`src/rtl/conv_pkg.sv`:
```
// Shared constants and elaboration helpers for the programmable 3x3 convolution engine.
// Mode encodings, sharpen default coefficients, accumulator sizing and rounding bias.
package conv_pkg;

    localparam logic [1:0] MODE_BYPASS = 2'b00;
    localparam logic [1:0] MODE_CLAMP  = 2'b01;
    localparam logic [1:0] MODE_ABS    = 2'b10;

    localparam int COEF_CENTRE = 4;
    localparam int COEF_EDGE   = 2;
    localparam int COEF_CORNER = -1;

    // Headroom of 4 bits covers nine full-scale products of max-magnitude weight.
    function automatic int acc_width(input int dw, input int ww);
        return dw + ww + 4;
    endfunction

    function automatic int def_coef(input int k);
        if (k == 4)
            return COEF_CENTRE;
        else if ((k % 2) == 1)
            return COEF_EDGE;
        else
            return COEF_CORNER;
    endfunction

    function automatic int round_bias(input int sh);
        return (sh > 0) ? (1 << (sh - 1)) : 0;
    endfunction

endpackage

```
`src/rtl/conv_round_sat.sv`:
```
// Signed window sum -> round-half-up shift -> clamp / abs / bypass to a DW-bit pixel.
// Latency: combinational. Backpressure: none, evaluated inside the S3 register stage.
// Reserved mode 11 falls into the clamp branch.
module conv_round_sat
    import conv_pkg::*;
#(
    parameter int DW    = 8,
    parameter int AW    = 17,
    parameter int SHIFT = 3
) (
    input  logic signed [AW-1:0] sum,
    input  logic        [DW-1:0] centre,
    input  logic        [1:0]    mode,
    output logic        [DW-1:0] res,
    output logic                 sat
);

    localparam logic signed [AW-1:0] RND  = AW'(round_bias(SHIFT));
    localparam logic signed [AW-1:0] PMAX = AW'((1 << DW) - 1);

    logic signed [AW-1:0] shifted;
    logic signed [AW-1:0] mag;

    always_comb begin
        shifted = (sum + RND) >>> SHIFT;
        mag     = shifted[AW-1] ? -shifted : shifted;
        res     = '0;
        sat     = 1'b0;
        case (mode)
            MODE_BYPASS: res = centre;
            MODE_ABS: begin
                if (mag > PMAX) begin
                    res = '1;
                    sat = 1'b1;
                end else begin
                    res = mag[DW-1:0];
                end
            end
            default: begin
                if (shifted[AW-1]) begin
                    res = '0;
                    sat = 1'b1;
                end else if (shifted > PMAX) begin
                    res = '1;
                    sat = 1'b1;
                end else begin
                    res = shifted[DW-1:0];
                end
            end
        endcase
    end

endmodule

```
`src/rtl/conv3x3_prog.sv`:
```
// Programmable 3x3 convolution with shadowed coefficients committed on start-of-frame.
// Latency: 3 enabled cycles in_valid -> out_valid. Backpressure: clken=0 freezes all stages.
// Bubbles propagate with out_valid=0 while out/sat_flag hold the last beat.
module conv3x3_prog
    import conv_pkg::*;
#(
    parameter int DW    = 8,
    parameter int WW    = 5,
    parameter int SHIFT = 3
) (
    input  logic                clk,
    input  logic                rst,
    input  logic                clken,
    input  logic                sof,
    input  logic                in_valid,
    input  logic [9*DW-1:0]     pix_win,
    input  logic                cfg_wr,
    input  logic [9*WW-1:0]     cfg_coef,
    input  logic [1:0]          cfg_mode,
    output logic [DW-1:0]       out,
    output logic                out_valid,
    output logic                sat_flag
);

    localparam int AW = acc_width(DW, WW);
    localparam int PW = DW + WW + 1;

    logic signed [WW-1:0] shadow_q [9];
    logic signed [WW-1:0] active_q [9];
    logic signed [WW-1:0] coef_nxt [9];
    logic signed [WW-1:0] coef_eff [9];
    logic [1:0]           mode_shadow_q, mode_active_q, mode_nxt, mode_eff;
    logic                 commit;

    logic signed [PW-1:0] prod_d [9];
    logic signed [PW-1:0] prod_q [9];
    logic [DW-1:0]        ctr1_q, ctr2_q;
    logic [1:0]           mode1_q, mode2_q;
    logic                 v1_q, v2_q;
    logic signed [AW-1:0] row_d [3];
    logic signed [AW-1:0] row_q [3];
    logic signed [AW-1:0] sum;
    logic [DW-1:0]        res_d;
    logic                 sat_d;

    assign commit = clken & sof;

    // A window arriving with sof already uses the coefficients being committed.
    always_comb begin
        for (int k = 0; k < 9; k++) begin
            coef_nxt[k] = cfg_wr ? cfg_coef[k*WW +: WW] : shadow_q[k];
            coef_eff[k] = commit ? coef_nxt[k] : active_q[k];
        end
        mode_nxt = cfg_wr ? cfg_mode : mode_shadow_q;
        mode_eff = commit ? mode_nxt : mode_active_q;
    end

    always_ff @(posedge clk) begin
        if (rst) begin
            for (int k = 0; k < 9; k++) begin
                shadow_q[k] <= WW'(def_coef(k));
                active_q[k] <= WW'(def_coef(k));
            end
            mode_shadow_q <= MODE_CLAMP;
            mode_active_q <= MODE_CLAMP;
        end else begin
            if (cfg_wr) begin
                for (int k = 0; k < 9; k++)
                    shadow_q[k] <= cfg_coef[k*WW +: WW];
                mode_shadow_q <= cfg_mode;
            end
            if (commit) begin
                active_q      <= coef_nxt;
                mode_active_q <= mode_nxt;
            end
        end
    end

    always_comb begin
        for (int k = 0; k < 9; k++)
            prod_d[k] = PW'($signed({1'b0, pix_win[k*DW +: DW]})) * PW'(coef_eff[k]);
        for (int r = 0; r < 3; r++)
            row_d[r] = AW'(prod_q[3*r]) + AW'(prod_q[3*r+1]) + AW'(prod_q[3*r+2]);
        sum = row_q[0] + row_q[1] + row_q[2];
    end

    conv_round_sat #(
        .DW    (DW),
        .AW    (AW),
        .SHIFT (SHIFT)
    ) u_round_sat (
        .sum    (sum),
        .centre (ctr2_q),
        .mode   (mode2_q),
        .res    (res_d),
        .sat    (sat_d)
    );

    always_ff @(posedge clk) begin
        if (rst) begin
            for (int k = 0; k < 9; k++)
                prod_q[k] <= '0;
            for (int r = 0; r < 3; r++)
                row_q[r] <= '0;
            ctr1_q    <= '0;
            ctr2_q    <= '0;
            mode1_q   <= '0;
            mode2_q   <= '0;
            v1_q      <= 1'b0;
            v2_q      <= 1'b0;
            out       <= '0;
            out_valid <= 1'b0;
            sat_flag  <= 1'b0;
        end else if (clken) begin
            prod_q    <= prod_d;
            ctr1_q    <= pix_win[4*DW +: DW];
            mode1_q   <= mode_eff;
            v1_q      <= in_valid;
            row_q     <= row_d;
            ctr2_q    <= ctr1_q;
            mode2_q   <= mode1_q;
            v2_q      <= v1_q;
            out_valid <= v2_q;
            if (v2_q) begin
                out      <= res_d;
                sat_flag <= sat_d;
            end
        end
    end

endmodule

```
`config.mk`:
```
export PLATFORM = sky130hd
export DESIGN_NAME = conv3x3_prog
export DESIGN_NICKNAME = d
export VERILOG_FILES = /design/src/rtl/conv_pkg.sv /design/src/rtl/conv_round_sat.sv /design/src/rtl/conv3x3_prog.sv
export SDC_FILE = /design/constraint.sdc
export NUM_CORES = 2
export LEC_CHECK = 0
export ABC_AREA = 1
export CORE_ASPECT_RATIO = 0.7
export CORE_MARGIN = 3
export CORE_UTILIZATION = 50
export DETAILED_ROUTE_END_ITERATION = 10
export GPL_ROUTABILITY_DRIVEN = 0
export PLACE_DENSITY = 0.68
export SYNTH_ARGS = -nofsm -noshare
export SYNTH_HDL_FRONTEND = slang
export SYNTH_SLANG_ARGS = --single-unit
```
`constraint.sdc`:
```
create_clock -name clk -period 13.2 [get_ports clk]
set_clock_uncertainty 0.2 [all_clocks]
set_input_delay 2.64 -clock clk [delete_from_list [all_inputs] [get_ports clk]]
set_output_delay 2.64 -clock clk [all_outputs]
set_load 0.02 [all_outputs]
```
==> qor.txt <==
Status = complete, no violations
IO Count = 135
Final min period = 8.91 ns
CTS HTree Levels = 1
CP required = 13.46 ns
Vias in the first global route = 21221
Initial antenna violation count = 1
Worst slack at placement = 3.74 ns
Later-pin clock latency in the skew report = 0.57 ns
RSZ-0062 raised after global routing = false
Post-synth top flop = dfxtp_1
Root Buffer = clkbuf_16
Final instance area = 0.0304 mm2
Post-Syn Instances = 3609
Total clock sinks = 300
Warnings, synthesis = 0
Setup_tns = 0 ns
CP max FO = 58
Global-route wire length before repair = 114000 um
FMAX = 112 MHz
WP data arrival = 9.18 ns
Fin crit share = 67.5%
Largest net degree at the start of global routing = 166
Most frequent cells in the layout = inv_1, nor2_1, nand2_1
Remaining DRCs = 0
Rows = 71
TritonCTS Buffers = 31
Initial cell density of the core = 50.7%
HP Class = register to register
Max_cap viols = 0
Filler cells = 5201
Sequential-to-total area share from yosys stat = 23.6%
Crit path max-delay family = compound AO/OA/AOI/OAI gates
Post-CTS Setup Bufs = 0
Crit end category = register
DR WL/cell = 15.6 um
Worst setup margin = 4.29 ns
CP Launch Type = input pin
Area grow syn2layout = 11.4%
Worst VDD drop = 0.000140 V
Area occupied by multi-input gates = 0.0178 mm2
Seq cells post-synth = 300
Global Route Usage Sum = 24.2%
Bufs and invs on worst path = 6
Total wire length = 69400 um
Lkg Pwr = 15.9 nW
Port bufs = 134
Max-slew violations = 0
Hold buffers post-CTS = 0
Post-synth cell types = 46
Pwr Total = 0.00525 W
Post-CTS sizing = 0
Die width = 285 um
Placed Area = 0.0294 mm2
Post-synth EDFFs = 45
Die H = 202 um
Final hold violations = 0
# setup viols final = 0
Area of the core = 0.0538 mm2
R2r setup slk = 7.75 ns
Syn Nets = 4290
Final net count = 4389
Vias per cell = 5.08
CP Cell Sequence = clkdlybuf4s50_1, inv_2, buf_4, o21ai_0, o21ai_0, inv_1, nor2_1, fa_1, inv_1, fa_1, fa_1, fa_1, o21ai_0, a21boi_0, o21ai_0, a21oi_1, nor2_1, nor2_1, xnor2_1, o21ai_0, inv_1
Worst path most repeated cell = o21ai_0
Die area = 0.0575 mm2
DR vias = 22660
Initial DRT Pass Iterations = 6
Share of cells above drive strength 1 = 3.78%
Post-Syn Area = 0.0273 mm2
Crit-path slowest cell = o21ai_0
Async SR Flop Fraction = 0%
Commonest non-fill, non-tap cell in the layout = inv_1
Initial drt markers = 1992
Crit Path Category = input pin to register
Max-slew headroom = 27.4%
N_diodes = 0
Clock Path Buffers = 3
CP peak stage delay = 0.77 ns
Final ANT Viol Nets = 0
Reg clk slew, reported paths = 0.06 ns
Slew @ Worst Pin = 1.08 ns
Avg Synthesized Cell Area = 7.57 um2
CTS tree = done
Hpwl dp = 55800 um
Power Density = 172 mW/mm2
Grt ovf = 0
Register Area = 0.00646 mm2
[worst register-to-register path: stages (launching register included)]
cell	delay [ns]
edfxtp_1	0.36
nor2_1	0.09
nor2_1	0.04
o21ai_0	0.35
o21ai_0	0.38
inv_1	0.35
nor2_1	0.11
fa_1	0.54
inv_1	0.06
fa_1	0.56
fa_1	0.45
fa_1	0.43
o21ai_0	0.32
a21boi_0	0.21
o21ai_0	0.31
a21oi_1	0.11
nor2_1	0.10
nor2_1	0.06
xnor2_1	0.12
o21ai_0	0.15
inv_1	0.05
[stage by stage]
step | hold slack (ns) | utilization, % | cells
finish | 0.262 | 56.5 | 4458
global route | 0.305 | 56.5 | 4458
CTS | 0.263 | 56.5 | 4458
detailed placement | 0.250 | 54.7 | 4405
global placement | 0.234 | 54.7 | 4405
floorplan | 0.225 | - | 3609
[registers in the layout, indices dropped and copies added, names as in the netlist, 2 cells and up]
name           count
out                8
ctr1_q             8
prod_q           126
row_q             48
active_q          45
mode_active_q      2
shadow_q          45
mode2_q            2
ctr2_q             8
mode_shadow_q      2
mode1_q            2
[final cells by class]
cell class	instances	share of cell area, %
multi-input cells	2498	58.5
flip-flops and latches	300	21.2
inverters	717	8.87
repair buffers	160	5.08
well taps	730	3.00
clock buffers	44	2.91
clock inverters	9	0.415
[where the power goes]
group	total, W	switching, W	internal [W]
Clock	0.000901	0.000381	0.000520
Combinational	0.00315	0.00196	0.00119
Sequential	0.00120	0.000117	0.00108
Total	0.00525	0.00245	0.00279
[path summary, 6_finish.rpt]
kind	depth (start not counted)	end	startpoint
min	2	mode_shadow_q[0]	mode_shadow_q[0]
min reg2reg	2	mode_shadow_q[0]	mode_shadow_q[0]
max	21	prod_q[125]	cfg_wr
max reg2reg	20	prod_q[125]	shadow_q[0][0]
[cells in the mapped netlist, types with 5 or more instances]
| library cell | number | area, um2 |
|---|---|---|
| a21boi_0 | 9 | 67.6 |
| a21o_1 | 5 | 37.5 |
| a21oi_1 | 236 | 1180 |
| a21oi_2 | 10 | 87.6 |
| a31oi_1 | 5 | 31.3 |
| buf_1 | 8 | 30.0 |
| clkbuf_1 | 84 | 315 |
| dfxtp_1 | 255 | 5100 |
| edfxtp_1 | 45 | 1350 |
| fa_1 | 232 | 4640 |
| ha_1 | 324 | 4050 |
| inv_1 | 701 | 2630 |
| inv_2 | 12 | 45.0 |
| nand2_1 | 476 | 1790 |
| nand2_2 | 10 | 62.6 |
| nand3_1 | 71 | 355 |
| nand4_1 | 17 | 106 |
| nor2_1 | 580 | 2180 |
| nor2_2 | 7 | 43.8 |
| nor3_1 | 7 | 35.0 |
| o2111ai_1 | 7 | 61.3 |
| o211ai_1 | 18 | 135 |
| o21ai_0 | 311 | 1560 |
| o21ai_1 | 24 | 120 |
| o31ai_1 | 8 | 60.1 |
| or2_2 | 15 | 93.8 |
| xnor2_1 | 40 | 350 |
| xor2_1 | 63 | 552 |
[kinds of logic after synthesis]
| kind of cell | after synthesis | share of synthesized area (%) |
|---|---|---|
| AOI/OAI and AO/OA | 643 | 12.5 |
| xor gates and xnor gates | 103 | 3.30 |
| adders and majority gates | 556 | 31.8 |
| buffers and inverters | 811 | 11.2 |
| DFF | 300 | 23.6 |
| and+or+nand+nor | 1196 | 17.5 |
[layer usage]
layer / track usage [%] / vias to the layer above / routed length (um) / share of wire, %
met2: 32.6 / 676 / 26100 / 38
li1: - / 11522 / - / -
met3: 4.10 / 49 / 5630 / 8.1
met5: 0 / - / 11 / 0.016
met4: 2.48 / 2 / 679 / 0.98
met1: 40.7 / 10411 / 37000 / 53
No activity file was read; power rests on OpenSTA's default activity.
